`config.mk`:
```
export PLATFORM = sky130hd
export DESIGN_NAME = cache_port_arbiter_flat
export DESIGN_NICKNAME = d
export VERILOG_FILES = /design/src/rtl/cache_port_arbiter_if.sv /design/src/rtl/cache_port_arbiter.sv /design/src/flat_wrapper.sv
export SDC_FILE = /design/constraint.sdc
export NUM_CORES = 1
export LEC_CHECK = 0
export CORE_AREA = 2 2 128 130
export DETAILED_ROUTE_END_ITERATION = 6
export DIE_AREA = 0 0 130 132
export PLACE_DENSITY = 0.7
export SYNTH_ARGS = -nofsm -noshare
export SYNTH_HDL_FRONTEND = slang
export SYNTH_SLANG_ARGS = --single-unit
export TNS_END_PERCENT = 50
```
`constraint.sdc`:
```
create_clock -name clk -period 3.7 [get_ports clk]
set_input_delay 1.11 -clock clk [delete_from_list [all_inputs] [get_ports clk]]
set_output_delay 1.11 -clock clk [all_outputs]
set_load 0.01 [all_outputs]
```
`src/rtl/cache_port_arbiter_if.sv`:
```
// Bundle of the two requester ports, the cache-side request lines and the
// arbiter status outputs. The arbiter connects through the slave modport;
// the environment (pipeline, cache, bench) drives through master.
interface cache_port_arbiter_if #(
  parameter int unsigned CW = 16
);
  // port 0 : MEM stage load/store
  logic          p0_read;
  logic          p0_we;
  logic [31:0]   p0_a;
  logic [31:0]   p0_wd;
  logic [31:0]   p0_rd;
  logic          p0_ready;

  // port 1 : IF stage instruction fetch
  logic          p1_read;
  logic          p1_we;
  logic [31:0]   p1_a;
  logic [31:0]   p1_wd;
  logic [31:0]   p1_rd;
  logic          p1_ready;

  // shared cache port
  logic          c_read;
  logic          c_we;
  logic [31:0]   c_a;
  logic [31:0]   c_wd;
  logic [31:0]   c_rd;
  logic          c_ready;

  // status
  logic [1:0]    grant;
  logic [CW-1:0] p0_wait_cnt;
  logic [CW-1:0] p1_wait_cnt;

  modport slave (
    input  p0_read, p0_we, p0_a, p0_wd,
    output p0_rd, p0_ready,
    input  p1_read, p1_we, p1_a, p1_wd,
    output p1_rd, p1_ready,
    output c_read, c_we, c_a, c_wd,
    input  c_rd, c_ready,
    output grant, p0_wait_cnt, p1_wait_cnt
  );

  modport master (
    output p0_read, p0_we, p0_a, p0_wd,
    input  p0_rd, p0_ready,
    output p1_read, p1_we, p1_a, p1_wd,
    input  p1_rd, p1_ready,
    input  c_read, c_we, c_a, c_wd,
    output c_rd, c_ready,
    input  grant, p0_wait_cnt, p1_wait_cnt
  );
endinterface

```
`src/rtl/cache_port_arbiter.sv`:
```
// Two-requester arbiter for the single data-side cache port.
// Port 0 = MEM stage, port 1 = IF stage. The grant is held across
// multi-cycle misses; zero-latency hits complete without leaving IDLE.
module cache_port_arbiter #(
  parameter bit          RR = 1'b1,
  parameter int unsigned CW = 16
) (
  input logic             clk,
  input logic             reset,
  cache_port_arbiter_if.slave bus
);

  localparam logic [0:0] IDLE = 1'b0;
  localparam logic [0:0] BUSY = 1'b1;

  logic [0:0]         state;
  logic               owner;
  logic               last_served;

  logic [1:0]         rd_req;
  logic [1:0]         wr_req;
  logic [1:0]         req;
  logic [1:0][31:0]   addr;
  logic [1:0][31:0]   wdata;

  logic               sel_port;
  logic               sel_active;
  logic               done;

  logic [1:0]         ready;
  logic [1:0][31:0]   rdata;
  logic [1:0][CW-1:0] wait_cnt;

  logic               fwd_read;
  logic               fwd_we;
  logic [31:0]        fwd_a;
  logic [31:0]        fwd_wd;
  logic [1:0]         fwd_grant;

  // gather the two ports into indexable vectors
  always_comb begin
    rd_req = {bus.p1_read, bus.p0_read};
    wr_req = {bus.p1_we,   bus.p0_we};
    req    = rd_req | wr_req;
    addr   = {bus.p1_a,  bus.p0_a};
    wdata  = {bus.p1_wd, bus.p0_wd};
  end

  // select the served port: registered owner while BUSY, fresh arbitration in IDLE
  always_comb begin
    sel_port = 1'b0;
    if (state == BUSY) begin
      sel_port = owner;
    end else if (req == 2'b11) begin
      sel_port = RR ? ~last_served : 1'b0;
    end else if (req == 2'b10) begin
      sel_port = 1'b1;
    end
    // an owner that dropped its request (or an empty IDLE) leaves nothing selected
    sel_active = req[sel_port];
    done       = sel_active & bus.c_ready;
  end

  // forward the selected port onto the cache lines; read wins over write
  always_comb begin
    fwd_read  = 1'b0;
    fwd_we    = 1'b0;
    fwd_a     = '0;
    fwd_wd    = '0;
    fwd_grant = '0;
    if (!reset && sel_active) begin
      fwd_read            = rd_req[sel_port];
      fwd_we              = wr_req[sel_port] & ~rd_req[sel_port];
      fwd_a               = addr[sel_port];
      fwd_wd              = wdata[sel_port];
      fwd_grant[sel_port] = 1'b1;
    end
  end

  // state, owner and round-robin history
  always_ff @(posedge clk) begin
    if (reset) begin
      state       <= IDLE;
      owner       <= 1'b0;
      last_served <= 1'b1;
    end else begin
      case (state)
        IDLE: begin
          if (sel_active && !bus.c_ready) begin
            state <= BUSY;
            owner <= sel_port;
          end
          if (done) begin
            last_served <= sel_port;
          end
        end
        BUSY: begin
          if (!sel_active) begin
            state <= IDLE;
          end else if (done) begin
            state       <= IDLE;
            last_served <= sel_port;
          end
        end
        default: state <= IDLE;
      endcase
    end
  end

  for (genvar g = 0; g < 2; g++) begin : g_port
    // per-port ready / read data: ready is high when idle or on this port's completion
    always_comb begin
      ready[g] = 1'b0;
      rdata[g] = '0;
      if (!reset) begin
        ready[g] = ~req[g] | (done & (sel_port == 1'(g)));
        if (done && (sel_port == 1'(g)) && rd_req[g]) begin
          rdata[g] = bus.c_rd;
        end
      end
    end

    // saturating stall counter: counts requesting cycles without ready
    always_ff @(posedge clk) begin
      if (reset) begin
        wait_cnt[g] <= '0;
      end else if (req[g] && !ready[g] && (wait_cnt[g] != '1)) begin
        wait_cnt[g] <= wait_cnt[g] + CW'(1);
      end
    end
  end

  assign bus.c_read      = fwd_read;
  assign bus.c_we        = fwd_we;
  assign bus.c_a         = fwd_a;
  assign bus.c_wd        = fwd_wd;
  assign bus.grant       = fwd_grant;
  assign bus.p0_ready    = ready[0];
  assign bus.p1_ready    = ready[1];
  assign bus.p0_rd       = rdata[0];
  assign bus.p1_rd       = rdata[1];
  assign bus.p0_wait_cnt = wait_cnt[0];
  assign bus.p1_wait_cnt = wait_cnt[1];

endmodule

```
`src/flat_wrapper.sv`:
```
// flat-port wrapper written by rule: the top's interface ports become plain ports
module cache_port_arbiter_flat 
#(
  parameter bit          RR = 1'b1,
  parameter int unsigned CW = 16
)
  (clk, reset, bus_p0_read, bus_p0_we, bus_p0_a, bus_p0_wd, bus_p0_rd, bus_p0_ready, bus_p1_read, bus_p1_we, bus_p1_a, bus_p1_wd, bus_p1_rd, bus_p1_ready, bus_c_read, bus_c_we, bus_c_a, bus_c_wd, bus_c_rd, bus_c_ready, bus_grant, bus_p0_wait_cnt, bus_p1_wait_cnt);
  cache_port_arbiter_if #(.CW(CW)) bus_i ();
  input logic clk;
  input logic reset;
  input wire logic [$bits(bus_i.p0_read)-1:0] bus_p0_read;
  input wire logic [$bits(bus_i.p0_we)-1:0] bus_p0_we;
  input wire logic [$bits(bus_i.p0_a)-1:0] bus_p0_a;
  input wire logic [$bits(bus_i.p0_wd)-1:0] bus_p0_wd;
  output wire logic [$bits(bus_i.p0_rd)-1:0] bus_p0_rd;
  output wire logic [$bits(bus_i.p0_ready)-1:0] bus_p0_ready;
  input wire logic [$bits(bus_i.p1_read)-1:0] bus_p1_read;
  input wire logic [$bits(bus_i.p1_we)-1:0] bus_p1_we;
  input wire logic [$bits(bus_i.p1_a)-1:0] bus_p1_a;
  input wire logic [$bits(bus_i.p1_wd)-1:0] bus_p1_wd;
  output wire logic [$bits(bus_i.p1_rd)-1:0] bus_p1_rd;
  output wire logic [$bits(bus_i.p1_ready)-1:0] bus_p1_ready;
  output wire logic [$bits(bus_i.c_read)-1:0] bus_c_read;
  output wire logic [$bits(bus_i.c_we)-1:0] bus_c_we;
  output wire logic [$bits(bus_i.c_a)-1:0] bus_c_a;
  output wire logic [$bits(bus_i.c_wd)-1:0] bus_c_wd;
  input wire logic [$bits(bus_i.c_rd)-1:0] bus_c_rd;
  input wire logic [$bits(bus_i.c_ready)-1:0] bus_c_ready;
  output wire logic [$bits(bus_i.grant)-1:0] bus_grant;
  output wire logic [$bits(bus_i.p0_wait_cnt)-1:0] bus_p0_wait_cnt;
  output wire logic [$bits(bus_i.p1_wait_cnt)-1:0] bus_p1_wait_cnt;
  assign bus_i.p0_read = bus_p0_read;
  assign bus_i.p0_we = bus_p0_we;
  assign bus_i.p0_a = bus_p0_a;
  assign bus_i.p0_wd = bus_p0_wd;
  assign bus_p0_rd = bus_i.p0_rd;
  assign bus_p0_ready = bus_i.p0_ready;
  assign bus_i.p1_read = bus_p1_read;
  assign bus_i.p1_we = bus_p1_we;
  assign bus_i.p1_a = bus_p1_a;
  assign bus_i.p1_wd = bus_p1_wd;
  assign bus_p1_rd = bus_i.p1_rd;
  assign bus_p1_ready = bus_i.p1_ready;
  assign bus_c_read = bus_i.c_read;
  assign bus_c_we = bus_i.c_we;
  assign bus_c_a = bus_i.c_a;
  assign bus_c_wd = bus_i.c_wd;
  assign bus_i.c_rd = bus_c_rd;
  assign bus_i.c_ready = bus_c_ready;
  assign bus_grant = bus_i.grant;
  assign bus_p0_wait_cnt = bus_i.p0_wait_cnt;
  assign bus_p1_wait_cnt = bus_i.p1_wait_cnt;
  cache_port_arbiter #(.RR(RR), .CW(CW)) u_core (.clk(clk), .reset(reset), .bus(bus_i));
endmodule
```
# After elaboration in Yosys (flattened, before gate mapping)
# Index checks and enable logic that the tools add are counted.
totals:
  reg_bits: 35
  input_bits: 167
  output_inout_bits: 166
  wordCells: 76
op_classes:
  addsub: 2
  order_cmp: 2
  eq_ne: 5
  mux: 33
  bitwise: 13
  reduce_logical: 16
op_table:
  columns: ["op", "count"]
  rows:
  - ["$mux W32", 10]
  - ["$add A16 B1 Y16 const B", 2]
  - ["$ne A16 B16 Y1 const B", 2]
  - ["$mux W1", 19]
  - ["$logic_and A1 B1 Y1", 11]
  - ["$not A1 Y1", 6]
  - ["$and A1 B1 Y1", 4]
  - ["$eq A2 B2 Y1 const B", 2]
  - ["$logic_not A1 Y1", 4]
  - ["$pmux W1 S2", 2]
  - ["$lt A1 B2 Y1 const B", 1]
  - ["$mux W2", 1]
  - ["$ne A2 B2 Y1 const B", 1]
  - ["$or A1 B1 Y1", 2]
  - ["$or A2 B2 Y2", 1]
  - ["$reduce_and A2 Y1", 1]
  - ["$demux W1 S1", 1]
  - ["$ge A1 B1 Y1 const B", 1]

# Longest topological paths before layout
# Gate-level depths: netlist of run 1.
depth:
  word_depth: 14
  mapped_depth: 8
  mapped_depth_nobuf: 6

# Worst setup path before layout of run 1
# Ideal clock, no wire load.
synth_path:
  path_kind: "input to output"
  from: "in bus_p1_we"
  to: "out bus_c_a[10]"
  arrival_time_ns: 2.575
  slack_ns: 0.015
  cell_stages: 8
  path_cell_list: "or2_2 -> nand3b_1 -> and2_1 -> clkbuf_1 -> buf_2 -> buf_1 -> nand2_1 -> a21oi_1"
synth_between:
  elab_chain_cells: 9
  word_cells_on_any_way: 12
  cone_classes: "eq/ne (2); mux (8); bitwise (1); reduce/logical (1)"
synth_rtl:
  columns: ["element", "line", "source"]
  rows:
  - ["from (decl)", "flat_wrapper.sv:18", "input wire logic [$bits(bus_i.p1_we)-1:0] bus_p1_we;"]
  - ["$or A2 B2 Y2 *", "cache_port_arbiter.sv:44", "req = rd_req | wr_req;"]
  - ["$eq A2 B2 Y1", "cache_port_arbiter.sv:56", "end else if (req == 2'b10) begin"]
  - ["$mux W1", "cache_port_arbiter.sv:56", null]
  - ["$mux W1", "cache_port_arbiter.sv:54", "end else if (req == 2'b11) begin"]
  - ["$mux W1", "cache_port_arbiter.sv:52", "if (state == BUSY) begin"]
  - ["$mux W1 (not written as such) (2 in a row)", "cache_port_arbiter.sv:60", "sel_active = req[sel_port];"]
  - ["$logic_and A1 B1 Y1", "cache_port_arbiter.sv:71", "if (!reset && sel_active) begin"]
  - ["$mux W32 *", "cache_port_arbiter.sv:71", null]
  - ["to (decl)", "flat_wrapper.sv:25", "output wire logic [$bits(bus_i.c_a)-1:0] bus_c_a;"]
# Every way passes the cells marked *; elsewhere a longest branch is shown, timed or not. The select of a mux whose other input is x is not followed.

# Worst setup path after layout of run 1
layout_path:
  from: "in bus_p0_we"
  to: "out bus_c_a[6]"
layout_between:
  elab_chain_cells: 9
  word_cells_on_any_way: 12
  cone_classes: "eq/ne (2); mux (8); bitwise (1); reduce/logical (1)"
layout_rtl:
  columns: ["element", "line", "source"]
  rows:
  - ["from (decl)", "flat_wrapper.sv:12", "input wire logic [$bits(bus_i.p0_we)-1:0] bus_p0_we;"]
  - ["$or A2 B2 Y2 *", "cache_port_arbiter.sv:44", null]
  - ["$eq A2 B2 Y1", "cache_port_arbiter.sv:56", null]
  - ["$mux W1", "cache_port_arbiter.sv:56", null]
  - ["$mux W1", "cache_port_arbiter.sv:54", null]
  - ["$mux W1", "cache_port_arbiter.sv:52", null]
  - ["$mux W1 (not written as such) (2 in a row)", "cache_port_arbiter.sv:60", null]
  - ["$logic_and A1 B1 Y1", "cache_port_arbiter.sv:71", null]
  - ["$mux W32 *", "cache_port_arbiter.sv:71", null]
# Marks and branches as above.

==> results of run 1 <==
## tightest hold or removal path, stage by stage (launching register included)
cell                      delay, ns
sky130_fd_sc_hd__dfxtp_1       0.33
sky130_fd_sc_hd__o31ai_1       0.07
sky130_fd_sc_hd__a21oi_1       0.06
## registers in the layout, summed over array words and instances, names as in the netlist
register / cells
u_core.owner: 1
u_core.bus.p1_wait_cnt: 16
u_core.last_served: 1
u_core.state: 1
u_core.bus.p0_wait_cnt: 16
## routing by layer
metal  vias to the layer above  wire [um]
met1                      2368       7320
met2                       203       9320
met4                         6        221
met3                        21       1750
met5                         -         37
li1                       2557          -
## kinds of logic (layout without fill, tap and decap cells)
kind of cell / count (synthesis) / after routing
flops: 35 / 35
mux: 6 / 6
other cells: 0 / 5
buf+inv: 42 / 404
xor+xnor: 10 / 10
fa+ha+maj: 2 / 2
simple gates: 346 / 346
compound gates: 107 / 107
## power groups by stage
stage | Combinational, uW | Sequential, uW | Clock (uW)
after floorplan | 264 | 409 | 0
after global placement | 734 | 409 | 0
after detailed placement | 737 | 409 | 0
after CTS | 777 | 401 | 487
after global routing | 831 | 403 | 503
final | 773 | 401 | 482
## stage by stage
step | util, % | instance area (um^2) | setup TNS (ns) | std cells | hold slack, ns
finish | 45.4 | 7140 | -0.0264 | 1131 | 0.499
global route | 45.4 | 7130 | -2.06 | 1128 | 0.518
floorplan | - | 3240 | 0 | 548 | 0.483
CTS | 46.8 | 7350 | -0.494 | 1124 | 0.497
global placement | 45.0 | 7080 | -86.39 | 1098 | 0.481
detailed placement | 45.0 | 7080 | -89.57 | 1098 | 0.487
## placed cells by master, fill, tap and decap left out, types with 12 or more instances in the layout
master                            instances
sky130_fd_sc_hd__a21oi_1                 68
sky130_fd_sc_hd__a21oi_2                 13
sky130_fd_sc_hd__buf_2                  102
sky130_fd_sc_hd__buf_4                   39
sky130_fd_sc_hd__clkbuf_2                26
sky130_fd_sc_hd__clkdlybuf4s50_1        193
sky130_fd_sc_hd__dfxtp_1                 35
sky130_fd_sc_hd__nand2_1                141
sky130_fd_sc_hd__nand2b_1                34
sky130_fd_sc_hd__nand4_1                 12
sky130_fd_sc_hd__nor2_1                  90
## Yosys cell counts, drive strengths merged, types with 3 or more instances
cell      n
nand2b   34
inv       3
nand3b    3
o31ai     5
and2      4
nor3      4
nor2b     5
nor2     92
or4       7
nand3    13
or3       9
nand4    13
o211ai    3
dfxtp    35
and3      6
nand2   145
clkbuf   32
o21ai    12
mux2i     4
buf       7
xor2      9
and4      5
a21oi    82
## what timing repair did
| item | 4_1_cts | 5_1_grt |
|---|---|---|
| setup endpoints to repair | 134 | 109 |
| pin swaps | 4 | 6 |
| resized for setup | 469 | 91 |
| setup buffers | 10 | 1 |
| gates cloned | 8 | 2 |
## layout make-up
| cell class | count | area share [%] |
|---|---|---|
| clock inverters | 3 | 0.613 |
| repair buffers | 393 | 48.6 |
| diodes | 5 | 0.175 |
| clock buffers | 5 | 1.75 |
| multi-input cells | 471 | 35.1 |
| well taps | 216 | 3.78 |
| inverters | 3 | 0.158 |
| flip-flops and latches | 35 | 9.81 |
## worst max path at each step
| stage | start | endpoint | slack, ns | cells past startpoint |
|---|---|---|---|---|
| 3_5_place_dp | bus_p0_read | bus_c_read | -0.80 | 7 |
| 6_report | bus_p0_we | bus_c_a[6] | -0.01 | 10 |
| 4_1_cts | bus_p0_read | bus_p1_rd[14] | -0.10 | 10 |
| 3_3_place_gp | bus_p0_read | bus_c_read | -0.82 | 7 |
| 5_1_grt | bus_p0_we | bus_c_a[6] | -0.10 | 10 |
| 2_1_floorplan | bus_p1_we | bus_c_a[10] | 0.01 | 8 |
==> flow_results.xml, run 1 <==
<?xml version="1.0" encoding="UTF-8"?>
<metrics>
  <group name="power">
    <metric name="power.internal" unit="uW">1130</metric>
    <metric name="power.net_switching" unit="uW">522</metric>
    <metric name="comb_power_share" unit="%">46.7</metric>
    <metric name="finalPower" unit="uW">1660</metric>
    <metric name="p_leak" unit="uW">0.00313</metric>
    <metric name="pwr-share-clk" unit="%">29.1</metric>
    <metric name="pwr-share-seq" unit="%">24.2</metric>
    <metric name="power_density" unit="nW/um^2">232</metric>
    <metric name="switching_share" unit="%">31.5</metric>
    <metric name="worst_ir_drop_vdd" unit="mV">0.256</metric>
  </group>
  <group name="worst_setup_path">
    <metric name="cp_top_family" unit="">buffers and inverters</metric>
    <metric name="crit_required" unit="ns">2.59</metric>
    <metric name="worstPathCellList" unit="">clkdlybuf4s15_2 &gt; o21ai_2 &gt; nand3b_1 &gt; buf_4 &gt; nand2_8 &gt; buf_12 &gt; buf_4 &gt; nand2_1 &gt; a21oi_1 &gt; clkdlybuf4s15_1</metric>
    <metric name="r2r_slack" unit="ns">1.58</metric>
    <metric name="timing.critical_path.mode_cell" unit="">sky130_fd_sc_hd__buf_4</metric>
    <metric name="worstSetupEndpointType" unit="">primary output</metric>
    <metric name="worst_r2r_startpoint" unit="">u_core.last_served</metric>
    <metric name="worstSetupPathType" unit="">input pin to primary output</metric>
    <metric name="critPathLaunchType" unit="">input pin</metric>
    <metric name="count_of_buffering_cells_on_the_critical_path_with_inverters_included" unit="">5</metric>
    <metric name="worst-r2r-cell-count" unit="">8</metric>
    <metric name="cpPeakStageDelay" unit="ns">0.25</metric>
    <metric name="cp_slowest_cell" unit="">sky130_fd_sc_hd__clkdlybuf4s15_1</metric>
    <metric name="critical_path.max_fanout" unit="">9</metric>
    <metric name="reg2reg_to" unit="">u_core.bus.p1_wait_cnt[15]</metric>
    <metric name="cp_data_arrival_time" unit="ns">2.60</metric>
  </group>
  <group name="global_route">
    <metric name="globalRouteMet3Util" unit="%">6.25</metric>
    <metric name="track_usage" unit="%">19.7</metric>
    <metric name="grt_pass1_wl" unit="mm">26.7</metric>
    <metric name="grt_max_degree" unit="">36</metric>
    <metric name="gr-max-usage-layer" unit="">met2</metric>
    <metric name="groute.layer.met2.usage" unit="%">35.4</metric>
    <metric name="grt_met1_usage" unit="%">22.9</metric>
    <metric name="grt_overflow_total" unit="">0</metric>
    <metric name="number_of_antenna_violations_at_the_first_check_in_global_routing" unit="">7</metric>
    <metric name="number_of_global_route_vias_before_repair" unit="">4688</metric>
  </group>
  <group name="floorplan">
    <metric name="initial_core_util" unit="%">20.6</metric>
    <metric name="horiz_die_dim" unit="um">130</metric>
    <metric name="die_h" unit="um">132</metric>
    <metric name="io-pin-count" unit="">333</metric>
    <metric name="rows" unit="">46</metric>
    <metric name="core_region_area" unit="um^2">15700</metric>
    <metric name="die_area" unit="um^2">17200</metric>
  </group>
  <group name="timing">
    <metric name="max-slew-margin-rel" unit="%">68.8</metric>
    <metric name="grt_setup_unrepaired" unit="">yes</metric>
    <metric name="setup_viol" unit="">4</metric>
    <metric name="layout_min_cycle_time" unit="ns">3.71</metric>
    <metric name="timing_max_transition_violations_final" unit="">0</metric>
    <metric name="setup_ws" unit="ns">-0.0144</metric>
    <metric name="transition_time_at_the_pin_with_the_least_slew_margin" unit="ns">0.468</metric>
    <metric name="report.final.hold_viol_count" unit="">0</metric>
    <metric name="layout_worst_path_cycle_share" unit="%">100</metric>
    <metric name="finClkSkew" unit="ns">0.00398</metric>
    <metric name="achievable-frequency" unit="GHz">0.269</metric>
  </group>
  <group name="logic_synthesis">
    <metric name="yosys-mux-area-fraction" unit="%">1.93</metric>
    <metric name="synth-xor-area-share" unit="%">2.70</metric>
    <metric name="number_of_enable_flip_flop_cells_after_synthesis" unit="">0</metric>
    <metric name="netlist-cell-type-count" unit="">38</metric>
    <metric name="synth.largest_area_cell" unit="">sky130_fd_sc_hd__dfxtp_1</metric>
    <metric name="seq_total_area_yosys" unit="%">21.6</metric>
    <metric name="synth_compound_area_share" unit="%">18.9</metric>
    <metric name="synth_largest_type_area_fraction" unit="%">21.6</metric>
    <metric name="synth.area.top_cells" unit="">sky130_fd_sc_hd__dfxtp_1 22%, sky130_fd_sc_hd__nand2_1 17%, sky130_fd_sc_hd__a21oi_1 13%</metric>
    <metric name="async_reset_ff_share" unit="%">0</metric>
    <metric name="mapped_cells" unit="">548</metric>
    <metric name="nets_in_the_synthesized_netlist" unit="">717</metric>
    <metric name="synthSimpleGateAreaFrac" unit="%">49.1</metric>
    <metric name="synth-seq-cells" unit="">35</metric>
    <metric name="synth_top_family_by_area" unit="">simple AND/OR/NAND/NOR gates</metric>
    <metric name="synth_fa_ha_area_share" unit="%">0.772</metric>
    <metric name="synth_ff_type" unit="">sky130_fd_sc_hd__dfxtp_1</metric>
    <metric name="post_synthesis_instance_area" unit="um^2">3240</metric>
    <metric name="ys_warn_count" unit="">0</metric>
    <metric name="synthesis.area_per_instance" unit="um^2">5.92</metric>
  </group>
  <group name="route">
    <metric name="postRouteWirelength" unit="mm">18.7</metric>
    <metric name="number_of_nets_still_failing_antenna_checks_after_routing" unit="">0</metric>
    <metric name="num_vias" unit="">5155</metric>
    <metric name="detailed_route_wire_length_per_cell" unit="um">16.5</metric>
    <metric name="viasPerCell" unit="">4.56</metric>
    <metric name="drt-pass1-iter-count" unit="">4</metric>
    <metric name="detailedRoute.firstIterationViolations" unit="">158</metric>
    <metric name="drc_errors" unit="">0</metric>
  </group>
  <group name="placed_design">
    <metric name="gp_congestion" unit="">0.829</metric>
    <metric name="place_worst_setup_slack" unit="ns">-0.805</metric>
    <metric name="placement.io_buffers" unit="">332</metric>
    <metric name="place.detailed.hpwl" unit="mm">14.0</metric>
  </group>
  <group name="layout">
    <metric name="sequential_cell_area" unit="um^2">701</metric>
    <metric name="nets" unit="">1078</metric>
    <metric name="area_growth" unit="%">120</metric>
    <metric name="multiInputGateArea" unit="um^2">2510</metric>
    <metric name="drive_gt1_share" unit="%">26.3</metric>
    <metric name="number_of_filler_instances_in_the_final_layout" unit="">1685</metric>
  </group>
  <group name="clock_network">
    <metric name="clk_path_buf_depth" unit="">2</metric>
    <metric name="tritoncts.num_buffers" unit="">5</metric>
    <metric name="clk_pin_slew" unit="ns">0.06</metric>
    <metric name="cts_tree" unit="">yes</metric>
    <metric name="cts.htree.levels" unit="">2</metric>
    <metric name="post_cts_hold_buffer_count" unit="">0</metric>
    <metric name="buffer_cell_driving_the_clock_tree_root" unit="">sky130_fd_sc_hd__clkbuf_16</metric>
    <metric name="clock_sink_count" unit="">35</metric>
    <metric name="worst_skew_pair_latency" unit="ns">0.28</metric>
  </group>
  <group name="hold_path">
    <metric name="hold-path-endpoint" unit="">u_core.bus.p1_wait_cnt[15]</metric>
    <metric name="min_delay_path_depth" unit="">2</metric>
    <metric name="hold_start" unit="">u_core.bus.p1_wait_cnt[15]</metric>
    <metric name="min-delay-path-class" unit="">flip-flop to flip-flop</metric>
  </group>
  <group name="status">
    <metric name="outcome" unit="">complete, but fails checks</metric>
    <metric name="violated_checks" unit="">setup timing</metric>
  </group>
  <group name="job">
    <metric name="max_cap_violations" unit="">0</metric>
  </group>
</metrics>
Power figures use the tool's default switching activity.
==> run 2, diff against run 1 <==
- GPL_TIMING_DRIVEN: not set -> 0
==> run 2 against run 1 <==
Net effect:
- the flow still finishes with violations (setup timing)
- sequential power about the same
- register-to-register slack worse by 0.14 ns
- clock-buffer cell count up 1
- power up 1.5%
- critical path depth down 2
- final area down 0.18%
- die area unchanged
- core utilization down 0.080 points
- global-route usage up 1.5 points
- clock skew down 0.0019 ns
- largest power group unchanged
==> flow_results.xml, run 2 (same netlist as run 1, synthesis figures left out) <==
<?xml version="1.0" encoding="UTF-8"?>
<metrics>
  <group name="status">
    <metric name="outcome" unit="">complete, but fails checks</metric>
    <metric name="violated_checks" unit="">setup timing</metric>
  </group>
  <group name="layout">
    <metric name="number_of_filler_instances_in_the_final_layout" unit="">1706</metric>
    <metric name="layout.cells.most_common_list" unit="">192 x sky130_fd_sc_hd__clkdlybuf4s50_1, 144 x sky130_fd_sc_hd__nand2_1, 88 x sky130_fd_sc_hd__nor2_1</metric>
    <metric name="area_growth" unit="%">120</metric>
    <metric name="mostFrequentLayoutCell" unit="">sky130_fd_sc_hd__clkdlybuf4s50_1</metric>
    <metric name="drive_gt1_share" unit="%">21.3</metric>
    <metric name="utilization" unit="%">45.4</metric>
    <metric name="finish.instance_area" unit="um^2">7130</metric>
    <metric name="nets" unit="">1077</metric>
  </group>
  <group name="timing">
    <metric name="finClkSkew" unit="ns">0.00210</metric>
    <metric name="layout_worst_path_cycle_share" unit="%">101</metric>
    <metric name="setup_ws" unit="ns">-0.0327</metric>
    <metric name="transition_time_at_the_pin_with_the_least_slew_margin" unit="ns">0.626</metric>
    <metric name="setup_viol" unit="">18</metric>
    <metric name="timing_max_transition_violations_final" unit="">0</metric>
    <metric name="report.final.hold_viol_count" unit="">0</metric>
    <metric name="grt_setup_unrepaired" unit="">yes</metric>
    <metric name="max-slew-margin-rel" unit="%">58.0</metric>
    <metric name="layout_min_cycle_time" unit="ns">3.73</metric>
    <metric name="achievable-frequency" unit="GHz">0.268</metric>
    <metric name="finalSetupTns" unit="ns">-0.228</metric>
  </group>
  <group name="floorplan">
    <metric name="rows" unit="">46</metric>
    <metric name="die_area" unit="um^2">17200</metric>
    <metric name="initial_core_util" unit="%">20.6</metric>
    <metric name="io-pin-count" unit="">333</metric>
    <metric name="core_region_area" unit="um^2">15700</metric>
    <metric name="horiz_die_dim" unit="um">130</metric>
    <metric name="die_h" unit="um">132</metric>
  </group>
  <group name="job">
    <metric name="max_cap_violations" unit="">0</metric>
  </group>
  <group name="worst_setup_path">
    <metric name="cp_slowest_cell" unit="">sky130_fd_sc_hd__dlygate4sd2_1</metric>
    <metric name="cpPeakStageDelay" unit="ns">0.29</metric>
    <metric name="worstSetupPathType" unit="">input pin to primary output</metric>
    <metric name="cp_top_family" unit="">simple AND/OR/NAND/NOR gates</metric>
    <metric name="cp_data_arrival_time" unit="ns">2.62</metric>
    <metric name="worstPathCellList" unit="">buf_4 &gt; or2_4 &gt; a21oi_4 &gt; and3b_2 &gt; nand3_4 &gt; clkbuf_4 &gt; nor2_1 &gt; dlygate4sd2_1</metric>
    <metric name="worstSetupEndpointType" unit="">primary output</metric>
    <metric name="critical_path.max_fanout" unit="">6</metric>
    <metric name="crit_required" unit="ns">2.59</metric>
    <metric name="critPathLaunchType" unit="">input pin</metric>
    <metric name="count_of_buffering_cells_on_the_critical_path_with_inverters_included" unit="">3</metric>
  </group>
  <group name="global_route">
    <metric name="number_of_antenna_violations_at_the_first_check_in_global_routing" unit="">11</metric>
    <metric name="grt_overflow_total" unit="">0</metric>
    <metric name="grt_max_degree" unit="">12</metric>
    <metric name="grt_pass1_wl" unit="mm">28.4</metric>
    <metric name="number_of_global_route_vias_before_repair" unit="">4903</metric>
    <metric name="track_usage" unit="%">21.1</metric>
  </group>
  <group name="clock_network">
    <metric name="cts_tree" unit="">yes</metric>
    <metric name="tritoncts.num_buffers" unit="">5</metric>
    <metric name="buffer_cell_driving_the_clock_tree_root" unit="">sky130_fd_sc_hd__clkbuf_16</metric>
    <metric name="clk_pin_slew" unit="ns">0.05</metric>
    <metric name="post_cts_hold_buffer_count" unit="">0</metric>
    <metric name="clock_sink_count" unit="">35</metric>
    <metric name="clk_path_buf_depth" unit="">2</metric>
    <metric name="cts.htree.levels" unit="">2</metric>
    <metric name="worst_skew_pair_latency" unit="ns">0.28</metric>
  </group>
  <group name="route">
    <metric name="detailed_route_wire_length_per_cell" unit="um">17.2</metric>
    <metric name="num_vias" unit="">5160</metric>
    <metric name="postRouteWirelength" unit="mm">19.4</metric>
    <metric name="drc_errors" unit="">0</metric>
    <metric name="viasPerCell" unit="">4.56</metric>
    <metric name="detailedRoute.firstIterationViolations" unit="">190</metric>
    <metric name="number_of_nets_still_failing_antenna_checks_after_routing" unit="">0</metric>
    <metric name="drt-pass1-iter-count" unit="">4</metric>
  </group>
  <group name="placed_design">
    <metric name="dpl-instance-area" unit="um^2">6840</metric>
    <metric name="placement.io_buffers" unit="">332</metric>
    <metric name="place.detailed.hpwl" unit="mm">15.3</metric>
    <metric name="gp_congestion" unit="">0.878</metric>
    <metric name="place_worst_setup_slack" unit="ns">-1.77</metric>
  </group>
  <group name="power">
    <metric name="worst_ir_drop_vdd" unit="mV">0.402</metric>
    <metric name="power_density" unit="nW/um^2">236</metric>
    <metric name="finalPower" unit="uW">1680</metric>
    <metric name="p_leak" unit="uW">0.00311</metric>
  </group>
  <group name="hold_path">
    <metric name="min-delay-path-class" unit="">flip-flop to flip-flop</metric>
  </group>
</metrics>
-- run 2: final timing paths --
kind	from	endpoint	slack, ns	depth (start not counted)
max	bus_p1_read	bus_p0_rd[2]	-0.03	8
min	u_core.bus.p1_wait_cnt[15]	u_core.bus.p1_wait_cnt[15]	0.51	2
min reg2reg	u_core.bus.p1_wait_cnt[15]	u_core.bus.p1_wait_cnt[15]	0.51	2
max reg2reg	u_core.bus.p0_wait_cnt[0]	u_core.bus.p0_wait_cnt[1]	1.44	7
-- run 2: worst register-to-register path: cells and delay by family (launching register included) --
kind | cells | cell delay (ns)
and+or+nand+nor | 4 | 1.01
buffers and inverters | 1 | 0.30
adders and majority gates | 1 | 0.21
muxes | 1 | 0.21
DFF | 1 | 0.41
-- run 2: per-stage QoR --
stage | std cells | hold slack, ns
after floorplan | 548 | 0.483
after global placement | 1096 | 0.503
after detailed placement | 1096 | 0.494
after CTS | 1125 | 0.507
after global routing | 1129 | 0.540
final | 1131 | 0.512
-- run 2: metal layers --
metal	global-route usage (%)	share of wire [%]	vias to the layer above
met1	24.8	40	2320
met3	7.18	9.0	36
met2	36.7	48	222
li1	-	-	2574
met4	5.14	2.4	8
met5	0	0.28	-
-- run 2: final cells by class --
class	count	area, um^2	share of cell area (%)
Timing Repair Buffer	355	3010	42.2
Sequential cell	35	701	9.83
Multi-Input combinational cell	471	2520	35.4
Antenna cell	6	15.0	0.211
Clock buffer	6	129	1.81
Clock inverter	2	60.1	0.843
Buffer	37	410	5.76
Inverter	3	11.3	0.158
Tap cell	216	270	3.79
-- run 2: what timing repair did --
action | CTS | global route
buffers inserted | 20 | 0
setup endpoints to repair | 134 | 96
pin swaps | 7 | 4
cloned | 3 | 0
gates resized for setup | 451 | 83
hold endpoints to repair | 0 | 0
-- run 2: report_power, final --
part	leakage (uW)	internal, uW	switching, uW	total [uW]
clock	0.0000911	386	162	548
sequential	0.000283	387	13.5	401
combinational	0.00274	388	343	731
total	0.00311	1160	519	1680
==> run 3, diff against run 2 <==
- CORE_AREA: 2 2 128 130 -> 2 2 131 133
- DIE_AREA: 0 0 130 132 -> 0 0 133 135
- PLACE_DENSITY: 0.7 -> 0.67
- clock period: 3.7 -> 4.75 ns (I/O delays scaled with it)
==> run 3 against run 2 <==
Net effect:
- the flow now finishes without violations
- core utilization fell by 1.6 points
- clock skew rose by 0.0017 ns
- power shrank 28%
- global-route usage shrank 1.4 points
- clock-buffer cell count grew 1
- largest power group unchanged
- highest routed layer unchanged
==> flow_results.xml, run 3 (same netlist as run 1, synthesis figures left out) <==
<?xml version="1.0" encoding="UTF-8"?>
<metrics>
  <group name="clock_network">
    <metric name="clk_pin_slew" unit="ns">0.06</metric>
    <metric name="buffer_cell_driving_the_clock_tree_root" unit="">sky130_fd_sc_hd__clkbuf_16</metric>
    <metric name="cts_tree" unit="">yes</metric>
    <metric name="cts.htree.levels" unit="">2</metric>
    <metric name="clk_path_buf_depth" unit="">2</metric>
    <metric name="post_cts_hold_buffer_count" unit="">0</metric>
    <metric name="tritoncts.num_buffers" unit="">5</metric>
    <metric name="worst_skew_pair_latency" unit="ns">0.28</metric>
    <metric name="clock_sink_count" unit="">35</metric>
  </group>
  <group name="power">
    <metric name="worst_ir_drop_vdd" unit="mV">0.172</metric>
    <metric name="power_density" unit="nW/um^2">169</metric>
    <metric name="p_leak" unit="uW">0.00326</metric>
  </group>
  <group name="hold_path">
    <metric name="min-delay-path-class" unit="">flip-flop to flip-flop</metric>
  </group>
  <group name="route">
    <metric name="route.met3.wl" unit="mm">1.44</metric>
    <metric name="number_of_nets_still_failing_antenna_checks_after_routing" unit="">0</metric>
    <metric name="route.top_layer_used" unit="">met5</metric>
    <metric name="drt-met1-wl" unit="mm">8.47</metric>
    <metric name="detailedRoute.firstIterationViolations" unit="">243</metric>
    <metric name="num_vias" unit="">4963</metric>
    <metric name="route.met2.wl" unit="mm">9.35</metric>
    <metric name="drt-pass1-iter-count" unit="">4</metric>
    <metric name="viasPerCell" unit="">4.43</metric>
    <metric name="postRouteWirelength" unit="mm">19.4</metric>
    <metric name="detailed_route_wire_length_per_cell" unit="um">17.3</metric>
    <metric name="drc_errors" unit="">0</metric>
  </group>
  <group name="floorplan">
    <metric name="core_region_area" unit="um^2">16400</metric>
    <metric name="die_area" unit="um^2">18000</metric>
    <metric name="io-pin-count" unit="">333</metric>
    <metric name="initial_core_util" unit="%">19.8</metric>
    <metric name="horiz_die_dim" unit="um">133</metric>
    <metric name="die_h" unit="um">135</metric>
    <metric name="rows" unit="">47</metric>
  </group>
  <group name="timing">
    <metric name="finClkSkew" unit="ns">0.00378</metric>
    <metric name="timing_max_transition_violations_final" unit="">0</metric>
    <metric name="report.final.hold_viol_count" unit="">0</metric>
    <metric name="worst_hold_slack" unit="ns">0.506</metric>
    <metric name="transition_time_at_the_pin_with_the_least_slew_margin" unit="ns">0.662</metric>
    <metric name="grt_setup_unrepaired" unit="">yes</metric>
    <metric name="setup_viol" unit="">0</metric>
    <metric name="achievable-frequency" unit="GHz">0.212</metric>
    <metric name="setup_ws" unit="ns">0.0267</metric>
    <metric name="layout_min_cycle_time" unit="ns">4.72</metric>
    <metric name="layout_worst_path_cycle_share" unit="%">99.4</metric>
    <metric name="max-slew-margin-rel" unit="%">55.6</metric>
    <metric name="finalSetupTns" unit="ns">0</metric>
  </group>
  <group name="layout">
    <metric name="layout.cells.most_common_list" unit="">199 x sky130_fd_sc_hd__clkdlybuf4s50_1, 144 x sky130_fd_sc_hd__nand2_1, 110 x sky130_fd_sc_hd__dlygate4sd2_1</metric>
    <metric name="area_growth" unit="%">122</metric>
    <metric name="mostFrequentLayoutCell" unit="">sky130_fd_sc_hd__clkdlybuf4s50_1</metric>
    <metric name="nets" unit="">1065</metric>
    <metric name="drive_gt1_share" unit="%">9.70</metric>
  </group>
  <group name="worst_setup_path">
    <metric name="worstSetupPathType" unit="">input pin to primary output</metric>
    <metric name="r2r_slack" unit="ns">2.52</metric>
    <metric name="cp_data_arrival_time" unit="ns">3.30</metric>
    <metric name="worstSetupEndpointType" unit="">primary output</metric>
    <metric name="crit_required" unit="ns">3.32</metric>
    <metric name="critical_path.max_fanout" unit="">10</metric>
    <metric name="critPathLaunchType" unit="">input pin</metric>
  </group>
  <group name="global_route">
    <metric name="track_usage" unit="%">19.8</metric>
    <metric name="grt_overflow_total" unit="">0</metric>
    <metric name="number_of_antenna_violations_at_the_first_check_in_global_routing" unit="">5</metric>
    <metric name="grt_max_degree" unit="">12</metric>
    <metric name="number_of_global_route_vias_before_repair" unit="">4621</metric>
    <metric name="grt_pass1_wl" unit="mm">27.8</metric>
  </group>
  <group name="job">
    <metric name="max_cap_violations" unit="">0</metric>
  </group>
  <group name="placed_design">
    <metric name="place.detailed.hpwl" unit="mm">15.8</metric>
    <metric name="gp_congestion" unit="">0.843</metric>
    <metric name="place_worst_setup_slack" unit="ns">-1.20</metric>
    <metric name="placement.io_buffers" unit="">332</metric>
  </group>
  <group name="status">
    <metric name="outcome" unit="">completed</metric>
  </group>
</metrics>
## run 3: cell types whose count changed in the layout (fill, tap and decap cells not counted), sizes merged, moves of 4 or more
cell	change
dlygate4sd2	+75
clkbuf	-22
dlymetal6s2s	+6
clkdlybuf4s50	+7
clkdlybuf4s15	-4
buf	-73
## run 3: final cells by class
class                   count  area, um^2
inverters                   3        11.3
fillers                  1730        9220
diodes                      4        10.0
clock inverters             1        7.51
flip-flops and latches     35         701
repair buffers            343        3250
clock buffers               7         153
multi-input cells         471        2440
well taps                 220         275
plain buffers              37         338
## run 3: metal layers
metal	global-route usage [%]	vias up
li1	-	2554
met1	25.4	2202
met2	34.0	192
met3	5.97	13
met4	1.73	2
met5	0	-
## run 3: stage by stage
step | power (uW) | instances | util (%) | area [um^2]
after floorplan | 524 | 548 | - | 3240
after global placement | 867 | 1100 | 41.7 | 6840
after detailed placement | 867 | 1100 | 41.7 | 6840
after CTS | 1220 | 1114 | 43.7 | 7170
after global routing | 1280 | 1118 | 43.8 | 7180
final | 1220 | 1121 | 43.8 | 7190
## run 3: critical path, stage by stage
cell and delay [ns]:
sky130_fd_sc_hd__dlygate4sd2_1 0.26, sky130_fd_sc_hd__or2_2 0.31, sky130_fd_sc_hd__a21oi_1 0.17, sky130_fd_sc_hd__and3b_2 0.28, sky130_fd_sc_hd__nand3_4 0.13, sky130_fd_sc_hd__clkbuf_8 0.19, sky130_fd_sc_hd__nor2_1 0.05, sky130_fd_sc_hd__clkdlybuf4s50_1 0.47
## run 3: path summary, 6_finish.rpt
| check | startpoint | end | cells past startpoint |
|---|---|---|---|
| worst max-delay path | bus_p1_we | bus_p1_rd[8] | 8 |
| worst min-delay path | u_core.bus.p1_wait_cnt[15] | u_core.bus.p1_wait_cnt[15] | 2 |
| worst max register to register | u_core.bus.p0_wait_cnt[0] | u_core.bus.p0_wait_cnt[1] | 7 |
| worst min register to register | u_core.bus.p1_wait_cnt[15] | u_core.bus.p1_wait_cnt[15] | 2 |
## run 3: what timing repair did
action,in CTS,in global routing
pin swaps,3,1
resized for setup,223,34
buffers inserted,8,3
setup endpoints to repair,134,39
## run 3: power breakdown
group / total, uW / switching, uW / leakage, uW / internal [uW]
logic: 554 / 257 / 0.00290 / 296
clock network: 350 / 127 / 0.0000762 / 223
registers: 312 / 10.1 / 0.000283 / 302
total: 1220 / 394 / 0.00326 / 821
